**src/rtl/trace_match_recorder_if.sv**
```systemverilog
// Trace stream and match-record read port bundle for trace_match_recorder.
// master = host/stimulus side, slave = recorder side.
interface trace_match_recorder_if #(
  parameter int pTS_WIDTH = 56
);
  logic [7:0]           trace_data;
  logic                 trace_valid;
  logic                 fifo_rd;
  logic [pTS_WIDTH+7:0] fifo_dout;
  logic                 fifo_empty;
  logic                 fifo_full;
  logic                 fifo_overflow;
  logic                 ovf_clr;

  modport master (
    output trace_data, trace_valid, fifo_rd, ovf_clr,
    input  fifo_dout, fifo_empty, fifo_full, fifo_overflow
  );

  modport slave (
    input  trace_data, trace_valid, fifo_rd, ovf_clr,
    output fifo_dout, fifo_empty, fifo_full, fifo_overflow
  );
endinterface

```
**src/rtl/trace_match_recorder.sv**
```systemverilog
// Multi-rule masked trace pattern matcher with trigger output and a
// first-word fall-through FIFO of timestamped {rule, timestamp} records.
module trace_match_recorder #(
  parameter int pRULES      = 8,
  parameter int pWIN_BYTES  = 8,
  parameter int pTS_WIDTH   = 56,
  parameter int pFIFO_DEPTH = 16
) (
  input  logic                    trace_clk,
  input  logic                    resetn,
  input  logic                    cfg_wr,
  input  logic                    cfg_sel,
  input  logic [7:0]              cfg_rule,
  input  logic [8*pWIN_BYTES-1:0] cfg_data,
  input  logic [pRULES-1:0]       rule_enable,
  input  logic                    arm,
  input  logic                    trig_toggle,
  output logic                    trig_out,
  trace_match_recorder_if.slave   bus
);

  localparam int W  = 8 * pWIN_BYTES;
  localparam int RW = 8 + pTS_WIDTH;
  localparam int AW = $clog2(pFIFO_DEPTH);

  localparam logic [pTS_WIDTH-1:0] TS_ONE   = 1;
  localparam logic [AW-1:0]        PTR_ONE  = 1;
  localparam logic [AW:0]          CNT_ONE  = 1;
  localparam logic [AW:0]          CNT_FULL = (AW+1)'(pFIFO_DEPTH);

  logic [W-1:0]         pat  [pRULES];
  logic [W-1:0]         mask [pRULES];
  logic [W-1:0]         win;
  logic                 shift_q;
  logic [pTS_WIDTH-1:0] ts;
  logic [pTS_WIDTH-1:0] ts_lat;

  logic                 hit_any;
  logic [7:0]           hit_rule;
  logic                 ev;
  logic                 pulse_q;

  logic [RW-1:0]        mem [pFIFO_DEPTH];
  logic [AW-1:0]        wr_ptr;
  logic [AW-1:0]        rd_ptr;
  logic [AW:0]          cnt;
  logic [AW:0]          cnt_n;
  logic                 empty_q;
  logic                 full_q;
  logic                 ovf_q;
  logic                 rd_ok;
  logic                 wr_ok;

  always_ff @(posedge trace_clk or negedge resetn) begin
    if (!resetn) begin
      for (int r = 0; r < pRULES; r++) begin
        pat[r]  <= '0;
        mask[r] <= '0;
      end
    end else if (cfg_wr) begin
      for (int r = 0; r < pRULES; r++) begin
        if (cfg_rule == 8'(r)) begin
          if (cfg_sel) mask[r] <= cfg_data;
          else         pat[r]  <= cfg_data;
        end
      end
    end
  end

  // ts_lat holds the count seen by the edge that took the newest byte
  always_ff @(posedge trace_clk or negedge resetn) begin
    if (!resetn) begin
      win     <= '0;
      shift_q <= 1'b0;
      ts      <= '0;
      ts_lat  <= '0;
    end else begin
      ts      <= ts + TS_ONE;
      shift_q <= bus.trace_valid;
      if (bus.trace_valid) begin
        win    <= W'({win, bus.trace_data});
        ts_lat <= ts;
      end
    end
  end

  // descending scan so the lowest-index hit is the one kept
  always_comb begin
    hit_any  = 1'b0;
    hit_rule = '0;
    for (int r = pRULES - 1; r >= 0; r--) begin
      if (rule_enable[r] &&
          ((win & mask[r]) == (pat[r] & mask[r]))) begin
        hit_any  = 1'b1;
        hit_rule = 8'(r);
      end
    end
  end

  assign ev = shift_q & arm & hit_any;

  // pulse_q marks a pulse-mode high so a mode switch never drops a toggle level
  always_ff @(posedge trace_clk or negedge resetn) begin
    if (!resetn) begin
      trig_out <= 1'b0;
      pulse_q  <= 1'b0;
    end else begin
      pulse_q <= ev & ~trig_toggle;
      if (ev)           trig_out <= trig_toggle ? ~trig_out : 1'b1;
      else if (pulse_q) trig_out <= 1'b0;
    end
  end

  assign rd_ok = bus.fifo_rd & ~empty_q;
  assign wr_ok = ev & (~full_q | rd_ok);

  always_comb begin
    cnt_n = cnt;
    if (wr_ok & ~rd_ok)      cnt_n = cnt + CNT_ONE;
    else if (rd_ok & ~wr_ok) cnt_n = cnt - CNT_ONE;
  end

  always_ff @(posedge trace_clk or negedge resetn) begin
    if (!resetn) begin
      wr_ptr  <= '0;
      rd_ptr  <= '0;
      cnt     <= '0;
      empty_q <= 1'b1;
      full_q  <= 1'b0;
      ovf_q   <= 1'b0;
    end else begin
      cnt     <= cnt_n;
      empty_q <= (cnt_n == '0);
      full_q  <= (cnt_n == CNT_FULL);
      if (wr_ok) wr_ptr <= wr_ptr + PTR_ONE;
      if (rd_ok) rd_ptr <= rd_ptr + PTR_ONE;
      if (ev & full_q & ~rd_ok) ovf_q <= 1'b1;
      else if (bus.ovf_clr)     ovf_q <= 1'b0;
    end
  end

  always_ff @(posedge trace_clk) begin
    if (wr_ok) mem[wr_ptr] <= {hit_rule, ts_lat};
  end

  assign bus.fifo_dout     = empty_q ? '0 : mem[rd_ptr];
  assign bus.fifo_empty    = empty_q;
  assign bus.fifo_full     = full_q;
  assign bus.fifo_overflow = ovf_q;

endmodule

```
**src/flat_wrapper.sv**
```systemverilog
// flat-port wrapper written by rule: the top's interface ports become plain ports
module trace_match_recorder_flat 
#(
  parameter int pRULES      = 8,
  parameter int pWIN_BYTES  = 8,
  parameter int pTS_WIDTH   = 56,
  parameter int pFIFO_DEPTH = 16
)
  (trace_clk, resetn, cfg_wr, cfg_sel, cfg_rule, cfg_data, rule_enable, arm, trig_toggle, trig_out, bus_trace_data, bus_trace_valid, bus_fifo_rd, bus_ovf_clr, bus_fifo_dout, bus_fifo_empty, bus_fifo_full, bus_fifo_overflow);
  trace_match_recorder_if #(.pTS_WIDTH(pTS_WIDTH)) bus_i ();
  input  logic trace_clk;
  input  logic resetn;
  input  logic cfg_wr;
  input  logic cfg_sel;
  input  logic [7:0] cfg_rule;
  input  logic [8*pWIN_BYTES-1:0] cfg_data;
  input  logic [pRULES-1:0] rule_enable;
  input  logic arm;
  input  logic trig_toggle;
  output logic trig_out;
  input wire logic [$bits(bus_i.trace_data)-1:0] bus_trace_data;
  input wire logic [$bits(bus_i.trace_valid)-1:0] bus_trace_valid;
  input wire logic [$bits(bus_i.fifo_rd)-1:0] bus_fifo_rd;
  input wire logic [$bits(bus_i.ovf_clr)-1:0] bus_ovf_clr;
  output wire logic [$bits(bus_i.fifo_dout)-1:0] bus_fifo_dout;
  output wire logic [$bits(bus_i.fifo_empty)-1:0] bus_fifo_empty;
  output wire logic [$bits(bus_i.fifo_full)-1:0] bus_fifo_full;
  output wire logic [$bits(bus_i.fifo_overflow)-1:0] bus_fifo_overflow;
  assign bus_i.trace_data = bus_trace_data;
  assign bus_i.trace_valid = bus_trace_valid;
  assign bus_i.fifo_rd = bus_fifo_rd;
  assign bus_i.ovf_clr = bus_ovf_clr;
  assign bus_fifo_dout = bus_i.fifo_dout;
  assign bus_fifo_empty = bus_i.fifo_empty;
  assign bus_fifo_full = bus_i.fifo_full;
  assign bus_fifo_overflow = bus_i.fifo_overflow;
  trace_match_recorder #(.pRULES(pRULES), .pWIN_BYTES(pWIN_BYTES), .pTS_WIDTH(pTS_WIDTH), .pFIFO_DEPTH(pFIFO_DEPTH)) u_core (.trace_clk(trace_clk), .resetn(resetn), .cfg_wr(cfg_wr), .cfg_sel(cfg_sel), .cfg_rule(cfg_rule), .cfg_data(cfg_data), .rule_enable(rule_enable), .arm(arm), .trig_toggle(trig_toggle), .trig_out(trig_out), .bus(bus_i));
endmodule
```
**config.mk**
```make
export PLATFORM = sky130hd
export DESIGN_NAME = trace_match_recorder_flat
export DESIGN_NICKNAME = d
export VERILOG_FILES = /design/src/rtl/trace_match_recorder_if.sv /design/src/rtl/trace_match_recorder.sv /design/src/flat_wrapper.sv
export SDC_FILE = /design/constraint.sdc
export NUM_CORES = 2
export LEC_CHECK = 0
export BUFFER_PORTS_ARGS = -buffer_cell sky130_fd_sc_hd__buf_2
export CAP_MARGIN = 30
export CORE_MARGIN = 4
export CORE_UTILIZATION = 50
export DETAILED_ROUTE_END_ITERATION = 6
export PLACE_DENSITY = 0.66
export RECOVER_POWER = 100
export SYNTH_ARGS = -nofsm -noshare
export SYNTH_HDL_FRONTEND = slang
export SYNTH_SLANG_ARGS = --single-unit
```
**constraint.sdc**
```tcl
create_clock -name trace_clk -period 13.6 [get_ports trace_clk]
set_input_delay 2.72 -clock trace_clk [delete_from_list [all_inputs] [get_ports trace_clk]]
set_output_delay 2.72 -clock trace_clk [all_outputs]
set_load 0.03 [all_outputs]
```
---- Word level (Yosys, flattened, before mapping) ----
Memories as Yosys holds them, arrays and structs flattened.
Cells that the tools add are included.
cells by class
  add/subtract/negate cells ............... 5
  equal/unequal tests ..................... 16
  multiplexer cells ....................... 26
  bitwise operators ....................... 33
  reductions and logical operators ........ 28
operators by type and width
  cell                   count
  $and 64x64->64         16
  $eq 64x64->1           8
  $mux 64                1
  $add 56x1->56 const B  1
  $reduce_and 3->1       16
  $eq 8x3->1 const B     4
  $mux 3                 8
  $eq 8x2->1 const B     2
  $mux 1                 15
  $mux 5                 2
  $and 1x1->1            9
  $add 4x1->4 const B    2
  $eq 8x1->1 const B     1
  $logic_and 1x1->1      8
  $logic_not 8->1        1
  $not 1->1              7
  $add 5x1->5 const B    1
  $eq 5x5->1 const B     1
  $logic_not 5->1        1
  $sub 5x1->5 const B    1
  $reduce_bool 2->1      2
  $or 1x1->1             1
word-level totals
  register bits after elaboration ......... 1,219
  bits in writable memories ............... 944
  input port bits ......................... 97
  output and inout port bits .............. 68
  word-level logic and storage cells ...... 137
  memories kept ........................... 1
memory list
  name        words  width  read ports  clocked after memory_dff  wr ports  line                        source
  u_core.mem  16     59     1           0                         1         trace_match_recorder.sv:43  logic [RW-1:0] mem [pFIFO_DEPTH];

---- Logic depth before layout (Yosys ltp) ----
  word-level depth ........................ 18
  mapped depth ............................ 12
  gate-level depth less buffers ........... 10

---- Least setup slack after synthesis ----
No wires, ideal clock.
  path kind ............................... input-to-reg
  from .................................... in rule_enable[2]
  to ...................................... mem u_core.mem[3][0] in the netlist's numbering, enable pin
  setup time .............................. 0.548 ns
  data arrival time ....................... 7.972 ns
  required time ........................... 13.052 ns
  slack ................................... 5.080 ns
  cell stages on the path ................. 9
  buffers on the path ..................... 1
  cells stage by stage .................... nand4_1 -> nor3_1 -> nand4_1 -> nand4_1 -> o311ai_4 -> buf_6 -> a21oi_4 -> nand2_1 -> nor3_1
between the ends
  word-level cells in the longest chain between the ends .. 8
ends and longest elaborated chain
  element                       line                         source
  from (decl)                   flat_wrapper.sv:17           input logic [pRULES-1:0] rule_enable;
  $logic_and 1x1->1             trace_match_recorder.sv:92   if (rule_enable[r] &&
  $mux 1 (3 in series)          trace_match_recorder.sv:92
  $and 1x1->1                   trace_match_recorder.sv:100  assign ev = shift_q & arm & hit_any;
  $and 1x1->1                   trace_match_recorder.sv:115  assign wr_ok = ev & (~full_q | rd_ok);
  $mux 1                        trace_match_recorder.sv:143  if (wr_ok) mem[wr_ptr] <= {hit_rule, ts_lat};
  $mux 1 (implied by the code)  trace_match_recorder.sv:143
  to (decl)                     trace_match_recorder.sv:43
No other way between the ends.

---- Worst setup path in the final report ----
  from .................................... in rule_enable[2]
  to ...................................... mem u_core.mem[1][13] in the netlist's numbering, enable pin
The elaborated chain is that of the path after synthesis.

==> flow_metrics.env <==
export IMPL_status="finished, violations left"
export IMPL_violations="capacitance limit, slew limit"
export IMPL_tns_ns=0
export IMPL_wl_per_cell_um=30.2
export IMPL_relSlewSlack=-2.06
export IMPL_track_usage=0.257
export IMPL_antenna_found_initial=19
export IMPL_worstHoldEndpoint="u_core.ts[55]"
export IMPL_final_seq_area_um2=58900
export IMPL_r2r_end="u_core.mem[1][13]"
export IMPL_finClkSkew_ns=0.0452
export IMPL_area_growth_pct=11.5
export IMPL_dr_pass1_iters=6
export IMPL_clock_path_buffers=3
export IMPL_wl_mm=237
export IMPL_worst_pin_slew_ns=4.53
export IMPL_required_ns=13.98
export IMPL_boundaryPins=165
export IMPL_cts_root_buffer="clkbuf_16"
export IMPL_fin_crit_sh=0.769
export IMPL_sw_frac_of_total=0.294
export IMPL_final_nets=5414
export IMPL_netlist_instances=5127
export IMPL_hold_path_class="register to register"
export IMPL_ir_drop_mv=0.177
export IMPL_critical_path_buf_inv_count=3
export IMPL_die_width_um=430
export IMPL_period_minus_slack_ns=10.46
export IMPL_cp_arrival_ns=10.84
export IMPL_initial_core_util=0.504
export IMPL_gr_total_overflow=0
export IMPL_portBuffers=159
export IMPL_die_h_um=430
export IMPL_p_sw_mw=4.98
export IMPL_power_per_cell_area_nw_per_um2=171
export IMPL_power_frac_clock=0.353
export IMPL_synth_area_um2=89000
export IMPL_synth_edf_count=944
export IMPL_worstSetupPathType="input pin to register"
export IMPL_reg2regPathDepth=13
export IMPL_design_core_area_um2=176000
export IMPL_multi_input_area_um2=28600
export IMPL_rrSetupSlack_ns=3.22
export IMPL_grt_max_degree=162
export IMPL_yosysWarnings=0
export IMPL_n_fill_cell=13800
export IMPL_yosysUniqueCellTypes=52
export IMPL_pwr_share_seq=0.448
export IMPL_ctsResizeCount=0
export IMPL_drive_gt1_frac=0.352
export IMPL_setup_viol=0
export IMPL_ctsHoldBuffers=0
export IMPL_fmax_ghz=0.0956
export IMPL_cap_violations=69
export IMPL_grt_pass1_wl_mm=346
export IMPL_die_area_um2=185000
export IMPL_post_cts_buffers=0
export IMPL_startpoint_type="input pin"
export IMPL_drc=0
export IMPL_drv_slew=2698
export IMPL_dp_hpwl_mm=144
export IMPL_path_cells="clkbuf_1 > nand4_1 > nor3_1 > nand4_1 > nand4_1 > o311ai_0 > a21oi_4 > nand2_1 > nor3_1 > clkbuf_1 > clkbuf_1"
export IMPL_drt_iter0_drc=3994
export IMPL_ys_flop_type="dfrtp_1"
export IMPL_avgSynthCellArea_um2=17.4
export IMPL_cell_internal_pwr_mw=12.0
export IMPL_crit_family="buffers and inverters"
export IMPL_hold_viol_final=0
export IMPL_p_leak_nw=41.6
export IMPL_power_frac_comb=0.199
export IMPL_path_max_fanout=35
export IMPL_insertion_delay_ns=0.86
export IMPL_fin_area_um2=99200
export IMPL_row_count=154
export IMPL_ant_nets=0
export IMPL_synthArstFlopShare=0.564
export IMPL_dr_total_vias=47000
export IMPL_end_kind="register"
export IMPL_hold_start="u_core.ts[55]"
export IMPL_numCtsBuffers=215
export IMPL_dpl_cell_area_um2=92600
export IMPL_cpPeakStageDelay_ns=2.32
export IMPL_rr_startpoint="u_core.win[36]"
export IMPL_whs_ns=0.471
export IMPL_clk_pin_slew_ns=0.06
export IMPL_cts_tree="done"
export IMPL_rsz0062_at_grt="no"
export IMPL_first_global_vias=48700
export IMPL_cts_sinks=2163
export IMPL_cts_htree_levels=4
export IMPL_slowest_stage="clkbuf_1"
export IMPL_yosysSeqAreaShare=0.661
export IMPL_place_gp_congestion=0.833
export IMPL_via_per_inst=5.99
export IMPL_ys_seq_elements=2163
export IMPL_min_path_cells=1
## flip-flops by register name, summed over array words and instances (netlist names)
name / cells
u_core.pulse_q: 1
u_core.bus.fifo_empty: 1
u_core.rd_ptr: 4
u_core.win: 64
u_core.bus.fifo_full: 1
u_core.ts_lat: 56
u_core.bus.fifo_overflow: 1
u_core.ts: 56
u_core.pat: 512
u_core.mem: 944
u_core.cnt: 5
u_core.wr_ptr: 4
u_core.trig_out: 1
u_core.shift_q: 1
u_core.mask: 512
## worst max-delay path by stage
| stage | startpoint | to | slack (ns) | cells past startpoint |
|---|---|---|---|---|
| after floorplan | rule_enable[2] | u_core.mem[3][0] | 5.08 | 9 |
| after global placement | rule_enable[2] | u_core.mem[1][11] | 6.40 | 11 |
| after detailed placement | rule_enable[2] | u_core.mem[1][16] | 6.30 | 11 |
| after CTS | u_core.rd_ptr[0] | bus_fifo_dout[21] | 5.66 | 6 |
| after global routing | rule_enable[2] | u_core.mem[1][13] | 2.77 | 11 |
| final | rule_enable[2] | u_core.mem[1][13] | 3.14 | 11 |
## worst reg2reg max path: cells and delay by family, from the launching register on
kind,cells,cell delay [ns]
XOR/XNOR,1,0.11
AO/OA/AOI/OAI,3,2.39
AND/OR/NAND/NOR,6,2.89
buffers and inverters,3,3.84
flip-flops,1,0.67
## metal layers
layer / wire, µm / GRT usage / part of all wire / up-vias
met3: 12900 / 0.0388 / 0.055 / 409
met5: 39 / 0 / 0.00016 / -
met4: 8870 / 0.0872 / 0.037 / 6
li1: - / - / - / 19700
met2: 117000 / 0.432 / 0.50 / 1428
met1: 97600 / 0.347 / 0.41 / 25500
## area by class of cell
class | count | area share
diodes | 12 | 0.000303
clock buffers | 305 | 0.0614
clock inverters | 99 | 0.0112
inverters | 11 | 0.000416
multi-input cells | 2631 | 0.288
flip-flops and latches | 2163 | 0.593
well taps | 2340 | 0.0295
repair buffers | 287 | 0.0160
## Yosys cell counts, drive strengths merged (2+ instances only)
cell type / instances / area share
nor4: 8 / 0.00080
nor2: 50 / 0.0021
ha: 8 / 0.0011
or3: 3 / 0.00021
and3: 13 / 0.00091
nand2: 50 / 0.0021
nor3: 19 / 0.0011
nand3b: 3 / 0.00025
xor2: 529 / 0.052
nor4b: 5 / 0.00063
and4: 2 / 0.00020
nand4: 76 / 0.0053
nand2b: 10 / 0.00070
clkbuf: 220 / 0.0093
edfxtp: 944 / 0.32
a22oi: 233 / 0.020
buf: 106 / 0.0075
mux2: 1144 / 0.14
nor2b: 60 / 0.0042
inv: 11 / 0.00046
mux4: 295 / 0.075
and2: 3 / 0.00021
a221oi: 4 / 0.00039
nand3: 33 / 0.0019
dfrtp: 1218 / 0.34
xnor2: 47 / 0.0046
a222oi: 8 / 0.00090
mux2i: 5 / 0.00060
a21oi: 3 / 0.00030
a22o: 4 / 0.00039
o21ai: 3 / 0.00017
## through the flow
stage                util  cells  power (mW)  setup WS [ns]
floorplan               -   5131        9.87           5.08
global placement    0.524   7418        11.1           6.40
detailed placement  0.525   7426        11.2           6.30
CTS                 0.565   7830        17.1           5.66
global route        0.562   7836        17.6           2.77
finish              0.562   7848        16.9           3.14
## cells by family (layout without fill, tap and decap cells)
logic type / count (synthesis) / count (layout) / share of synthesized area
buffers and inverters: 337 / 702 / 0.0173
flip-flops: 2163 / 2163 / 0.661
AO/OA/AOI/OAI: 262 / 262 / 0.0226
multiplexers: 1444 / 1444 / 0.220
AND/OR/NAND/NOR: 336 / 336 / 0.0208
XOR/XNOR: 576 / 576 / 0.0567
other: 1 / 17 / 0.0000421
adder cells (fa/ha/maj): 8 / 8 / 0.00112
## power groups by stage
stage	combinational, mW	clock, mW	sequential (mW)
3_3_place_gp	3.42	0	7.69
6_report	3.37	5.98	7.58
4_1_cts	3.48	6.09	7.57
3_5_place_dp	3.47	0	7.70
5_1_grt	3.59	6.37	7.62
2_1_floorplan	2.50	0	7.37
## layout by cell type (no fill, tap or decap), types with 8 or more instances in the layout
cell type	synthesis	final
ha_1	8	8
nand3_1	33	33
a22oi_1	233	233
clkinv_1	0	23
buf_4	48	54
nor3_1	18	19
nand4_1	76	76
xnor2_1	47	47
dfrtp_1	1218	1215
a222oi_1	8	8
xor2_1	529	529
bufinv_16	0	16
edfxtp_1	944	944
clkbuf_16	0	215
nand2b_1	10	10
buf_2	20	95
nor2b_1	60	60
inv_1	11	11
clkbuf_8	0	37
mux2_2	1144	1141
and3_1	13	13
clkbuf_1	220	181
nor4_1	6	8
nand2_1	50	50
nor2_1	49	45
clkinv_2	0	40
mux4_2	295	295
diode_2	0	12
Power figures use the tool's default switching activity.
